### config.mk
export PLATFORM = sky130hd
export DESIGN_NAME = pe_row_feeder
export DESIGN_NICKNAME = d
export VERILOG_FILES = /design/src/rtl/pe_pkg.sv /design/src/rtl/pe_spad.sv /design/src/rtl/pe_row_feeder.sv
export SDC_FILE = /design/constraint.sdc
export NUM_CORES = 1
export LEC_CHECK = 0
export ABC_AREA = 1
export CORE_ASPECT_RATIO = 0.5
export CORE_UTILIZATION = 45
export DETAILED_ROUTE_END_ITERATION = 16
export PLACE_DENSITY = 0.73
export REMOVE_ABC_BUFFERS = 1
export SLEW_MARGIN = 15
export SYNTH_ARGS = -nofsm -noshare
export SYNTH_HDL_FRONTEND = slang
export SYNTH_SLANG_ARGS = --single-unit
### constraint.sdc
create_clock -name clk -period 2.3 [get_ports clk]
set_input_delay 0.345 -clock clk [delete_from_list [all_inputs] [get_ports clk]]
set_output_delay 0.345 -clock clk [all_outputs]
set_load 0.05 [all_outputs]
### src/rtl/pe_pkg.sv
// Shared types for the PE row feeder and its scratchpads.
package pe_pkg;

  localparam int PE_DATA_WIDTH = 16;

  typedef logic [PE_DATA_WIDTH-1:0] data_t;

  typedef enum logic [2:0] {
    IDLE,
    LOAD_F,
    LOAD_I,
    STREAM,
    DONE
  } feeder_state_t;

endpackage

### src/rtl/pe_spad.sv
// Small scratchpad: synchronous write, asynchronous read, contents not reset.
module pe_spad #(
  parameter  int DEPTH = 4,
  parameter  int WIDTH = 16,
  localparam int AW    = (DEPTH > 1) ? $clog2(DEPTH) : 1
) (
  input  logic             clk,
  input  logic             i_we,
  input  logic [AW-1:0]    i_waddr,
  input  logic [WIDTH-1:0] i_wdata,
  input  logic [AW-1:0]    i_raddr,
  output logic [WIDTH-1:0] o_rdata
);

  logic [WIDTH-1:0] r_mem [DEPTH];

  // write port: one word per accepted handshake
  always_ff @(posedge clk) begin
    if (i_we) r_mem[i_waddr] <= i_wdata;
  end

  assign o_rdata = r_mem[i_raddr];

endmodule

### src/rtl/pe_row_feeder.sv
// Loads one filter row and one ifmap row, then streams sliding-window
// operand pairs (tap innermost) to a single PE through a registered
// valid/ready output stage.
//
//  state  | meaning
//  IDLE   | waiting for start, cfg sampled here
//  LOAD_F | accepting k filter taps into the filter scratchpad
//  LOAD_I | accepting w ifmap pixels into the ifmap scratchpad
//  STREAM | issuing (w-k+1)*k operand pairs to the PE
//  DONE   | one-cycle done pulse (err too if cfg was illegal)
module pe_row_feeder
  import pe_pkg::*;
#(
  parameter  int DATA_WIDTH = PE_DATA_WIDTH,
  parameter  int MAX_K      = 3,
  parameter  int MAX_W      = 32,
  localparam int KW         = $clog2(MAX_K + 1),
  localparam int WW         = $clog2(MAX_W + 1),
  localparam int FAW        = (MAX_K > 1) ? $clog2(MAX_K) : 1,
  localparam int IAW        = (MAX_W > 1) ? $clog2(MAX_W) : 1
) (
  input  logic                  clk,
  input  logic                  rstn,
  input  logic                  start,
  input  logic [KW-1:0]         cfg_k,
  input  logic [WW-1:0]         cfg_w,
  input  logic                  fltr_valid,
  output logic                  fltr_ready,
  input  logic [DATA_WIDTH-1:0] fltr_data,
  input  logic                  ifmap_valid,
  output logic                  ifmap_ready,
  input  logic [DATA_WIDTH-1:0] ifmap_data,
  output logic                  pe_valid,
  input  logic                  pe_ready,
  output logic [DATA_WIDTH-1:0] pe_ifmap,
  output logic [DATA_WIDTH-1:0] pe_fltr,
  output logic                  pe_first,
  output logic                  pe_last,
  output logic                  busy,
  output logic                  done,
  output logic                  err
);

  feeder_state_t r_state, w_next;

  logic [KW-1:0]         r_k, r_t;
  logic [WW-1:0]         r_w, r_cnt, r_o;
  logic                  r_err, r_fin;
  logic                  r_pe_valid, r_pe_first, r_pe_last;
  logic [DATA_WIDTH-1:0] r_pe_ifmap, r_pe_fltr;

  logic                  w_cfg_ok, w_f_hs, w_i_hs, w_f_end, w_i_end;
  logic                  w_t_last, w_o_last, w_out_hs, w_load;
  logic [IAW-1:0]        w_iaddr;
  logic [FAW-1:0]        w_faddr;
  logic [DATA_WIDTH-1:0] w_irdata, w_frdata;

  assign w_cfg_ok = (cfg_k != '0) && (WW'(cfg_k) <= WW'(MAX_K)) &&
                    (WW'(cfg_k) <= cfg_w) && (cfg_w <= WW'(MAX_W));

  assign w_f_hs   = (r_state == LOAD_F) && fltr_valid;
  assign w_i_hs   = (r_state == LOAD_I) && ifmap_valid;
  assign w_f_end  = w_f_hs && (r_cnt == WW'(r_k) - WW'(1));
  assign w_i_end  = w_i_hs && (r_cnt == r_w - WW'(1));

  assign w_t_last = (r_t == r_k - KW'(1));
  assign w_o_last = (r_o == r_w - WW'(r_k));
  assign w_out_hs = r_pe_valid && pe_ready;
  // refill the output register whenever it is empty or being drained
  assign w_load   = (r_state == STREAM) && !r_fin && (!r_pe_valid || pe_ready);

  assign w_iaddr  = IAW'(r_o + WW'(r_t));
  assign w_faddr  = FAW'(r_t);

  pe_spad #(.DEPTH(MAX_K), .WIDTH(DATA_WIDTH)) u_fspad (
    .clk     (clk),
    .i_we    (w_f_hs),
    .i_waddr (FAW'(r_cnt)),
    .i_wdata (fltr_data),
    .i_raddr (w_faddr),
    .o_rdata (w_frdata)
  );

  pe_spad #(.DEPTH(MAX_W), .WIDTH(DATA_WIDTH)) u_ispad (
    .clk     (clk),
    .i_we    (w_i_hs),
    .i_waddr (IAW'(r_cnt)),
    .i_wdata (ifmap_data),
    .i_raddr (w_iaddr),
    .o_rdata (w_irdata)
  );

  // state register
  always_ff @(posedge clk or negedge rstn) begin
    if (!rstn) r_state <= IDLE;
    else       r_state <= w_next;
  end

  // next-state decode and per-state control outputs
  always_comb begin
    w_next      = r_state;
    fltr_ready  = 1'b0;
    ifmap_ready = 1'b0;
    busy        = 1'b1;
    done        = 1'b0;
    err         = 1'b0;
    unique case (r_state)
      IDLE: begin
        busy = 1'b0;
        if (start) w_next = w_cfg_ok ? LOAD_F : DONE;
      end
      LOAD_F: begin
        fltr_ready = 1'b1;
        if (w_f_end) w_next = LOAD_I;
      end
      LOAD_I: begin
        ifmap_ready = 1'b1;
        if (w_i_end) w_next = STREAM;
      end
      STREAM: begin
        if (r_fin && w_out_hs) w_next = DONE;
      end
      DONE: begin
        done   = 1'b1;
        err    = r_err;
        w_next = IDLE;
      end
      default: w_next = IDLE;
    endcase
  end

  // job config, load counter and (o,t) window position
  always_ff @(posedge clk or negedge rstn) begin
    if (!rstn) begin
      r_k   <= '0;
      r_w   <= '0;
      r_err <= 1'b0;
      r_cnt <= '0;
      r_o   <= '0;
      r_t   <= '0;
      r_fin <= 1'b0;
    end else begin
      unique case (r_state)
        IDLE: begin
          if (start) begin
            r_k   <= cfg_k;
            r_w   <= cfg_w;
            r_err <= !w_cfg_ok;
            r_cnt <= '0;
          end
        end
        LOAD_F: begin
          if (w_f_hs) r_cnt <= w_f_end ? '0 : r_cnt + WW'(1);
        end
        LOAD_I: begin
          if (w_i_hs) r_cnt <= w_i_end ? '0 : r_cnt + WW'(1);
          if (w_i_end) begin
            r_o   <= '0;
            r_t   <= '0;
            r_fin <= 1'b0;
          end
        end
        STREAM: begin
          if (w_load) begin
            if (w_t_last) begin
              r_t <= '0;
              if (w_o_last) r_fin <= 1'b1;
              else          r_o   <= r_o + WW'(1);
            end else begin
              r_t <= r_t + KW'(1);
            end
          end
        end
        default: ;
      endcase
    end
  end

  // registered PE operand stage, held stable while stalled
  always_ff @(posedge clk or negedge rstn) begin
    if (!rstn) begin
      r_pe_valid <= 1'b0;
      r_pe_ifmap <= '0;
      r_pe_fltr  <= '0;
      r_pe_first <= 1'b0;
      r_pe_last  <= 1'b0;
    end else if (w_load) begin
      r_pe_valid <= 1'b1;
      r_pe_ifmap <= w_irdata;
      r_pe_fltr  <= w_frdata;
      r_pe_first <= (r_t == '0);
      r_pe_last  <= w_t_last;
    end else if (w_out_hs) begin
      r_pe_valid <= 1'b0;
    end
  end

  assign pe_valid = r_pe_valid;
  assign pe_ifmap = r_pe_ifmap;
  assign pe_fltr  = r_pe_fltr;
  assign pe_first = r_pe_first;
  assign pe_last  = r_pe_last;

endmodule
== Word level (Yosys, flattened, before mapping) ==
Memories as Yosys holds them, arrays and structs flattened. A register that Yosys moved wholly into a read port is not among the register bits.
Cells that the tools add are included.

* $add $sub $neg: 8
* $lt $le $gt $ge: 2
* Div/mod/pow operators: 0
* Multipliers: 0
* Equality and inequality tests: 18
* Reduce and logical (&&, ||, !) cells: 28
* Bitwise logic cells: 0
* Shift operators: 0
* Multiplexer cells: 37

{| class="wikitable"
|+ Operators with widths
! cell !! count
|-
| $mux 6 || 9
|-
| $eq 6x6->1 || 3
|-
| $ne 2x2->1 const B || 9
|-
| $pmux 6 s3 || 1
|-
| $mux 1 || 15
|-
| $mux 3 || 5
|-
| $add 6x1->6 const B || 2
|-
| $pmux 3 s4 || 1
|-
| $pmux 6 s2 || 1
|-
| $logic_and 1x1->1 || 10
|-
| $reduce_and 5->1 || 2
|-
| $reduce_and 4->1 || 2
|-
| $eq 3x2->1 const B || 2
|-
| $le 2x6->1 || 1
|-
| $le 6x6->1 const B || 1
|-
| $mux 2 || 3
|-
| $reduce_bool 2->1 || 3
|-
| $sub 6x1->6 const B || 1
|-
| $sub 6x2->6 || 1
|-
| $add 5x2->5 || 1
|-
| $logic_not 1->1 || 5
|-
| $pmux 2 s2 || 1
|-
| $eq 3x1->1 const B || 1
|-
| $eq 3x3->1 const B || 1
|-
| other kinds (12) || 12
|}

* Word-level logic and storage cells: 106
* Register bits: 30
* Latch bits: 0
* Output and inout bits: 40
* Bits in writable memories: 560
* Memories kept: 2
* Bits in read-only memories: 0

{| class="wikitable"
|+ Memories
! name !! words !! width !! rd ports !! clocked after Yosys merged registers in !! write ports !! line !! RTL
|-
| u_ispad.r_mem || 32 || 16 || 1 || 1 || 1 || pe_spad.sv:15 || <nowiki>logic [WIDTH-1:0] r_mem [DEPTH];</nowiki>
|-
| u_fspad.r_mem || 3 || 16 || 1 || 1 || 1 || pe_spad.sv:15 ||
|}

== Logic depth before layout (Yosys ltp) ==
Gate-level depths: netlist of run 1.

* Depth in word-level cells: 6
* Depth in mapped cells: 14

== Hierarchy ==
A second synthesis of run 1 with hierarchy kept.

* Cell total of the unflattened synthesis: 2336
* Area, all modules: 26355.3 sq um

{| class="wikitable"
|+ By module, submodules not included
! module !! cells an instance !! area each (sq um) !! times used
|-
| pe_spad at u_ispad || 1778 || 20981.4 || 1
|-
| pe_row_feeder || 385 || 3402.0 || 1
|-
| pe_spad at u_fspad || 173 || 1971.9 || 1
|}

== Least setup slack after synthesis of run 1 ==
No wires, ideal clock.

* Kind: register -> output
* From: reg r_state[0]
* To: out err
* Buffers on the path: 0
* Arrival: 1.976 ns
* Path slack: -0.021 ns
* Stages on the path, launching flop included: 2
* Cells stage by stage: dfrtp_1 > nor4_1

* Longest elaborated chain between the ends: 2

{| class="wikitable"
|+ RTL lines
! item !! line !! RTL
|-
| start, declared || pe_row_feeder.sv:44 || <nowiki>feeder_state_t r_state, w_next;</nowiki>
|-
| start signal, assigned || pe_row_feeder.sv:96 || <nowiki>else r_state <= w_next;</nowiki>
|-
| $eq 3x3->1 || pe_row_feeder.sv:107 || <nowiki>unique case (r_state)</nowiki>
|-
| $mux 1 || pe_row_feeder.sv:107 ||
|-
| end, declared || pe_row_feeder.sv:41 || <nowiki>output logic err</nowiki>
|}

Every way passes these cells.

== Worst setup path after layout of run 1 ==
* From: reg r_t[0]
* To: reg r_pe_ifmap[0], in the netlist pe_ifmap[0] (read register of u_ispad.r_mem)

* Longest elaborated chain between the ends: 1

{| class="wikitable"
|+ RTL lines
! item !! line !! RTL
|-
| start, declared || pe_row_feeder.sv:46 || <nowiki>logic [KW-1:0] r_k, r_t;</nowiki>
|-
| start signal, assigned || pe_row_feeder.sv:170 || <nowiki>r_t <= r_t + KW'(1);</nowiki>
|-
| $add 5x2->5 || pe_row_feeder.sv:72 || <nowiki>assign w_iaddr = IAW'(r_o + WW'(r_t));</nowiki>
|-
| end, declared || pe_row_feeder.sv:50 || <nowiki>logic [DATA_WIDTH-1:0] r_pe_ifmap, r_pe_fltr;</nowiki>
|}

Every way passes these cells.
A chain may end at the register's enable or synchronous reset.

==> results of run 1 <==
-- Yosys cell counts --
cell type / count / area, um^2
edfxtp_1: 560 / 16820
nor2_1: 459 / 1723
o21ai_0: 249 / 1246
nand2_1: 211 / 792.0
nand3_1: 155 / 775.7
o211ai_1: 145 / 1089
dfrtp_1: 62 / 1551
inv_1: 61 / 229.0
clkbuf_1: 56 / 210.2
buf_2: 36 / 180.2
o21ai_1: 33 / 165.2
xor2_1: 17 / 148.9
ha_1: 15 / 187.7
buf_4: 14 / 105.1
buf_1: 11 / 41.29
nand4_1: 6 / 37.54
buf_8: 5 / 75.07
inv_2: 5 / 18.77
xnor2_1: 5 / 43.79
a21oi_1: 4 / 20.02
nor3_1: 3 / 15.01
buf_6: 2 / 22.52
clkbuf_2: 2 / 10.01
fa_1: 2 / 40.04
nor2_4: 2 / 22.52
a21o_1: 1 / 7.510
buf_12: 1 / 20.02
clkinv_1: 1 / 3.750
nand2_2: 1 / 6.260
nand3b_1: 1 / 7.510
nor4_1: 1 / 6.260
o21bai_1: 1 / 7.510
or2_0: 1 / 6.260
xor2_2: 1 / 16.27
-- worst max-delay path by stage --
stage	depth (start not counted)	start	slack, ps	endpoint
after global placement	12	r_t[0]	-570	pe_ifmap[13]
after floorplan	8	r_t[0]	-6130	pe_ifmap[3]
after global routing	12	r_t[0]	-520	pe_ifmap[3]
after CTS	12	r_o[0]	-420	pe_ifmap[3]
after detailed placement	12	r_t[0]	-620	pe_ifmap[13]
final	11	r_t[0]	-480	pe_ifmap[0]
-- stage by stage --
stage / setup slack (ps) / total power [W] / cell area (um^2) / hold WS (ps) / instances
after global routing: -515.7 / 0.03580 / 31050 / 349.5 / 3121
final: -475.3 / 0.03427 / 31050 / 314.9 / 3121
after detailed placement: -616.1 / 0.02418 / 28530 / 409.2 / 2994
after floorplan: -6135 / 0.01895 / 24980 / 49.41 / 2002
after global placement: -571.9 / 0.02388 / 28530 / 404.1 / 2994
after CTS: -416.7 / 0.03375 / 30790 / 300.0 / 3114
-- logic make-up after synthesis --
group / Yosys count / share of synthesized area
buffers and inverters: 194 / 0.03571
XOR/XNOR: 23 / 0.008147
AO/OA/AOI/OAI: 433 / 0.09884
adder cells (fa/ha/maj): 17 / 0.008879
AND/OR/NAND/NOR: 840 / 0.1323
flip-flops: 622 / 0.7162
-- layout make-up --
cell class,instances,area (um^2)
clock inverter,25,172.7
tap,756,945.9
inverter,67,256.5
sequential,622,18370
multi-input combinational,1313,6714
fill,4313,24890
timing repair buffer,262,3053
clock buffer,76,1545
-- registers in the layout, summed over array words and instances, names as in the netlist --
name / cells
u_ispad.r_mem: 512
u_fspad.r_mem: 48
pe_fltr: 16
pe_ifmap: 16
r_cnt: 6
r_o: 6
r_w: 6
r_state: 3
r_k: 2
r_t: 2
pe_first: 1
pe_last: 1
pe_valid: 1
r_err: 1
r_fin: 1
-- power breakdown --
part | switching [W] | total [W] | leakage (nW) | internal [W]
Clock | 0.00406 | 0.00888 | 0.846 | 0.00482
Sequential | 0.000448 | 0.0133 | 5.86 | 0.0129
Combinational | 0.00766 | 0.0121 | 4.35 | 0.00441
Total | 0.0122 | 0.0343 | 11.1 | 0.0221
-- worst reg2reg max path: stages (launching register included) --
cell and delay [ps]:
dfrtp_1 410, ha_4 180, fa_4 820, buf_12 150, buf_4 170, buf_12 140, o21ai_0 90, o211ai_1 250
nand3_2 210, nand3_4 170, nand3_2 80, nand2_1 70
-- metal layers --
layer | up-vias | global-route usage | wire length, um
met3 | 150 | 0.04178 | 6992
met4 | 0 | 0.08696 | 2438
met5 | - | 0 | 0
met2 | 995 | 0.3729 | 32070
met1 | 8855 | 0.3271 | 27660
li1 | 8007 | - | -
-- repair_timing --
action	in CTS	in global routing
resized for setup	71	50
pin swaps	32	47
buffers inserted	12	3
endpoints found under the setup margin	21	29
gates cloned	6	5
endpoints found under the hold margin	62	0
hold buffers	1	0
==> flow_metrics.py, run 1 <==
metrics = {
    "pwr": {
        "p_per_area_nw_per_um2": 1104,
        "peakVddDrop_mv": 0.7942,
        "p_leak_nw": 11.06,
    },
    "placement": {
        "io_buffers": 85,
        "place.gp.congestion": 0.8834,
        "dp_hpwl_mm": 40.36,
    },
    "sta": {
        "max_freq_ghz": 0.3603,
        "post-route-period-util": 1.207,
        "setup_ws_ps": -475.3,
        "setup_tns_ps": -6229,
        "period_needed_ps": 2775,
        "rsz0062_at_grt": "yes",
        "setup_viol": 16,
        "drv_slew": 0,
        "clock_skew_ps": 23.29,
        "max_slew.worst_pin.slew_ps": 568.3,
        "finalHoldViolCount": 0,
        "max-slew-margin-rel": 0.6199,
    },
    "logic_synthesis": {
        "yosysSeqAreaShare": 0.7162,
        "synth_area_per_cell_um2": 12.05,
        "ys_types": 34,
        "yosys_warnings": 0,
        "syn-cell-area_um2": 25650,
        "ys_ff_latch": 622,
        "synthCells": 2129,
    },
    "finish": {
        "insertedDiodeCount": 0,
        "layout.nets": 2383,
        "final_common_cell": "edfxtp_1",
        "fin_util": 0.5551,
        "layout_common_cells": "edfxtp_1 (560), nor2_1 (450), o21ai_0 (228), nand2_1 (208), o211ai_1 (145)",
        "drive_above_1_share": 0.1446,
        "area_growth_pct": 21.09,
    },
    "clock_network": {
        "cts_tree": "built",
        "cts_buffer_depth": 3,
        "cts_root_buf": "clkbuf_16",
        "clkSinkCount": 622,
        "htreeDepth": 2,
        "clk_pin_slew_ps": 70,
        "clk_latency_ps": 610,
        "cts_buffers": 54,
    },
    "worst_setup_path": {
        "crit_slowest_cell": "fa_4",
        "cp.buffers_inverters": 3,
        "rr_startpoint": "r_t[0]",
        "worstPathRequired_ps": 2850,
        "r2r_slack_ps": -480,
        "cp_cell_sequence": "ha_4 -> fa_4 -> buf_12 -> buf_4 -> buf_12 -> o21ai_0 -> o211ai_1 -> nand3_2 -> nand3_4 -> nand3_2 -> nand2_1",
        "r2r_cells": 11,
        "critical_path.top_delay_family": "adder cells",
        "critical_path_peak_fanout": 11,
        "startpoint_type": "register",
        "rr_endpoint": "pe_ifmap[0]",
        "max_stage_delay_ps": 820,
        "endpoint_kind": "register",
        "criticalPathCategory": "register to register",
        "cp.arrival_ps": 3330,
    },
    "routing": {
        "via_per_inst": 5.770,
        "wl_per_cell_um": 22.16,
        "postRouteWirelength_mm": 69.16,
        "routed-via-count": 18010,
        "drtAntennaViolNets": 0,
        "drt_iter0_drc": 2556,
        "first_pass_iters": 6,
        "route.detailed.drc": 0,
    },
    "grt": {
        "grt_max_degree": 63,
        "grt-ovfl-total": 0,
        "track_usage": 0.2353,
        "grt_pass1_wl_mm": 103.6,
        "grt_pass1_vias": 17200,
        "grt_antenna_before_repair": 0,
    },
    "min_path": {
        "hold_path.class": "primary input to asynchronous set/reset pin",
    },
    "status": {
        "status": "complete, but fails checks",
        "violations": "negative setup slack",
    },
    "floorplan": {
        "core_um2": 55940,
        "row_count": 61,
        "start_util": 0.4584,
        "die_h_um": 170.8,
        "ios": 86,
        "dieArea_um2": 58010,
        "die_w_um": 339.6,
    },
    "flow_run": {
        "cap_viol_max_count": 0,
    },
}
(Power assumes the default switching activity.)
==> run 2, diff against run 1 <==
--- a/config.mk
+++ b/config.mk
@@ -7,6 +7,7 @@
 export LEC_CHECK = 0
 export ABC_AREA = 1
 export CORE_ASPECT_RATIO = 0.5
+export CORE_MARGIN = 5
 export CORE_UTILIZATION = 45
 export DETAILED_ROUTE_END_ITERATION = 16
 export PLACE_DENSITY = 0.73
==> flow_metrics.py, run 2 (synthesized netlist as in run 1, its figures left out) <==
metrics = {
    "status": {
        "status": "complete, but fails checks",
        "violations": "negative setup slack",
    },
    "worst_setup_path": {
        "crit_slowest_cell": "fa_4",
        "cp.depth": 11,
        "r2r_cells": 11,
        "critical_path.top_delay_family": "adder cells",
        "cp.arrival_ps": 3280,
        "max_stage_delay_ps": 820,
        "rr_endpoint": "pe_ifmap[9]",
        "rr_startpoint": "r_o[0]",
        "cp_cell_sequence": "ha_4 -> fa_4 -> buf_12 -> buf_8 -> buf_4 -> o21ai_0 -> o211ai_1 -> nand3_2 -> nand3_2 -> nand3_1 -> nand2_1",
        "worstPathRequired_ps": 2820,
        "endpoint_kind": "register",
        "critical_path_peak_fanout": 5,
        "cp.buffers_inverters": 3,
        "criticalPathCategory": "register to register",
        "startpoint_type": "register",
        "endpoint": "pe_ifmap[9]",
        "critical_path.most_common_cell": "nand3_2",
        "crit_start": "r_o[0]",
        "r2r_slack_ps": -460,
    },
    "finish": {
        "top_register": "u_ispad.r_mem",
        "area_growth_pct": 21.97,
        "reg_top3": "u_ispad.r_mem x512, u_fspad.r_mem x48",
        "layout.nets": 2407,
        "drive_above_1_share": 0.1529,
        "largest_reg_flops": 512,
        "final_common_cell": "edfxtp_1",
        "layout_common_cells": "edfxtp_1 (560), nor2_1 (455), o21ai_0 (218), nand2_1 (211), o211ai_1 (145)",
        "fin_util": 0.5591,
        "fillers": 4286,
        "insertedDiodeCount": 0,
    },
    "routing": {
        "drtAntennaViolNets": 0,
        "routed-via-count": 18070,
        "wl_per_cell_um": 22.37,
        "first_pass_iters": 6,
        "postRouteWirelength_mm": 70.31,
        "via_per_inst": 5.748,
        "route.detailed.drc": 0,
        "drt_iter0_drc": 2416,
    },
    "grt": {
        "met2_usage": 0.3466,
        "grt_pass1_vias": 17180,
        "met3_usage": 0.05968,
        "met1_usage": 0.2885,
        "grt_antenna_before_repair": 0,
        "track_usage": 0.2163,
        "grt_pass1_wl_mm": 102.8,
        "grt-ovfl-total": 0,
        "grt_max_degree": 48,
        "grt.busiest_layer": "met2",
    },
    "clock_network": {
        "clkSinkCount": 622,
        "htreeDepth": 2,
        "cts_tree": "built",
        "cts_buffer_depth": 3,
        "cts_buffers": 54,
        "clk_latency_ps": 620,
        "clk_pin_slew_ps": 70,
        "cts_root_buf": "clkbuf_16",
    },
    "pwr": {
        "p_per_area_nw_per_um2": 1131,
        "finalPower_w": 0.03537,
        "p_leak_nw": 11.19,
        "peakVddDrop_mv": 0.6884,
    },
    "sta": {
        "max_freq_ghz": 0.3623,
        "rsz0062_at_grt": "yes",
        "setup_viol": 16,
        "drv_slew": 0,
        "post-route-period-util": 1.200,
        "period_needed_ps": 2760,
        "max_slew.worst_pin.slew_ps": 701.1,
        "setup_ws_ps": -459.9,
        "max-slew-margin-rel": 0.5326,
        "finalHoldViolCount": 0,
        "clock_skew_ps": 32.78,
    },
    "flow_run": {
        "cap_viol_max_count": 0,
    },
    "floorplan": {
        "ios": 86,
        "start_util": 0.4584,
        "dieArea_um2": 62160,
        "core_um2": 55940,
        "row_count": 61,
        "die_w_um": 347.6,
        "die_h_um": 178.8,
    },
    "min_path": {
        "hold_path.class": "primary input to asynchronous set/reset pin",
    },
    "placement": {
        "dp_hpwl_mm": 41.46,
        "io_buffers": 85,
        "place.gp.congestion": 0.8965,
    },
}
-- run 2: worst min path at each step --
stage | slack, ps | depth (start not counted) | endpoint
2_1_floorplan | 50 | 0 | pe_first
4_1_cts | 270 | 2 | pe_ifmap[11]
5_1_grt | 300 | 2 | pe_ifmap[11]
6_report | 280 | 2 | pe_ifmap[11]
3_5_place_dp | 360 | 1 | pe_ifmap[9]
3_3_place_gp | 370 | 1 | pe_ifmap[9]
-- run 2: where the power goes --
group | switching [W] | total [W] | internal (W)
Clock | 0.00409 | 0.00935 | 0.00526
Sequential | 0.000433 | 0.0133 | 0.0129
Combinational | 0.00798 | 0.0127 | 0.00473
Total | 0.0125 | 0.0354 | 0.0229
-- run 2: stage by stage --
step	instance area [um^2]	instances	hold WS, ps	TNS, ps	worst slack, ps
final	31280	3143	276.3	-6203	-459.9
after global routing	31280	3143	298.3	-7354	-548.8
after CTS	30830	3133	272.3	-5987	-442.5
after detailed placement	28590	3017	357.2	-6825	-547.1
after global placement	28590	3017	368.4	-6175	-523.1
after floorplan	24980	2002	49.41	-98110	-6135
-- run 2: cell type report --
cell class              count  area, um^2  share of cell area
flip-flops and latches    622       18370              0.5872
inverters                  67       256.5            0.008200
well taps                 756       945.9             0.03024
clock inverters            29       306.5            0.009800
repair buffers            286        3163              0.1011
multi-input cells        1313        6749              0.2158
clock buffers              70        1493             0.04772
-- run 2: metal layers --
layer / up-vias / part of all wire / wire (um)
li1: 8065 / - / -
met1: 8776 / 0.39 / 27440
met2: 1075 / 0.46 / 32430
met3: 150 / 0.12 / 8372
met4: 0 / 0.029 / 2060
met5: - / 0 / 0
-- run 2: repair_timing --
| item | 4_1_cts | 5_1_grt |
|---|---|---|
| cloned | 6 | 6 |
| gates resized for setup | 52 | 88 |
| setup endpoints to repair | 18 | 22 |
| endpoints found under the hold margin | 16 | 0 |
| pin swaps | 18 | 81 |
| hold buffers | 1 | 0 |
| setup buffers | 10 | 7 |
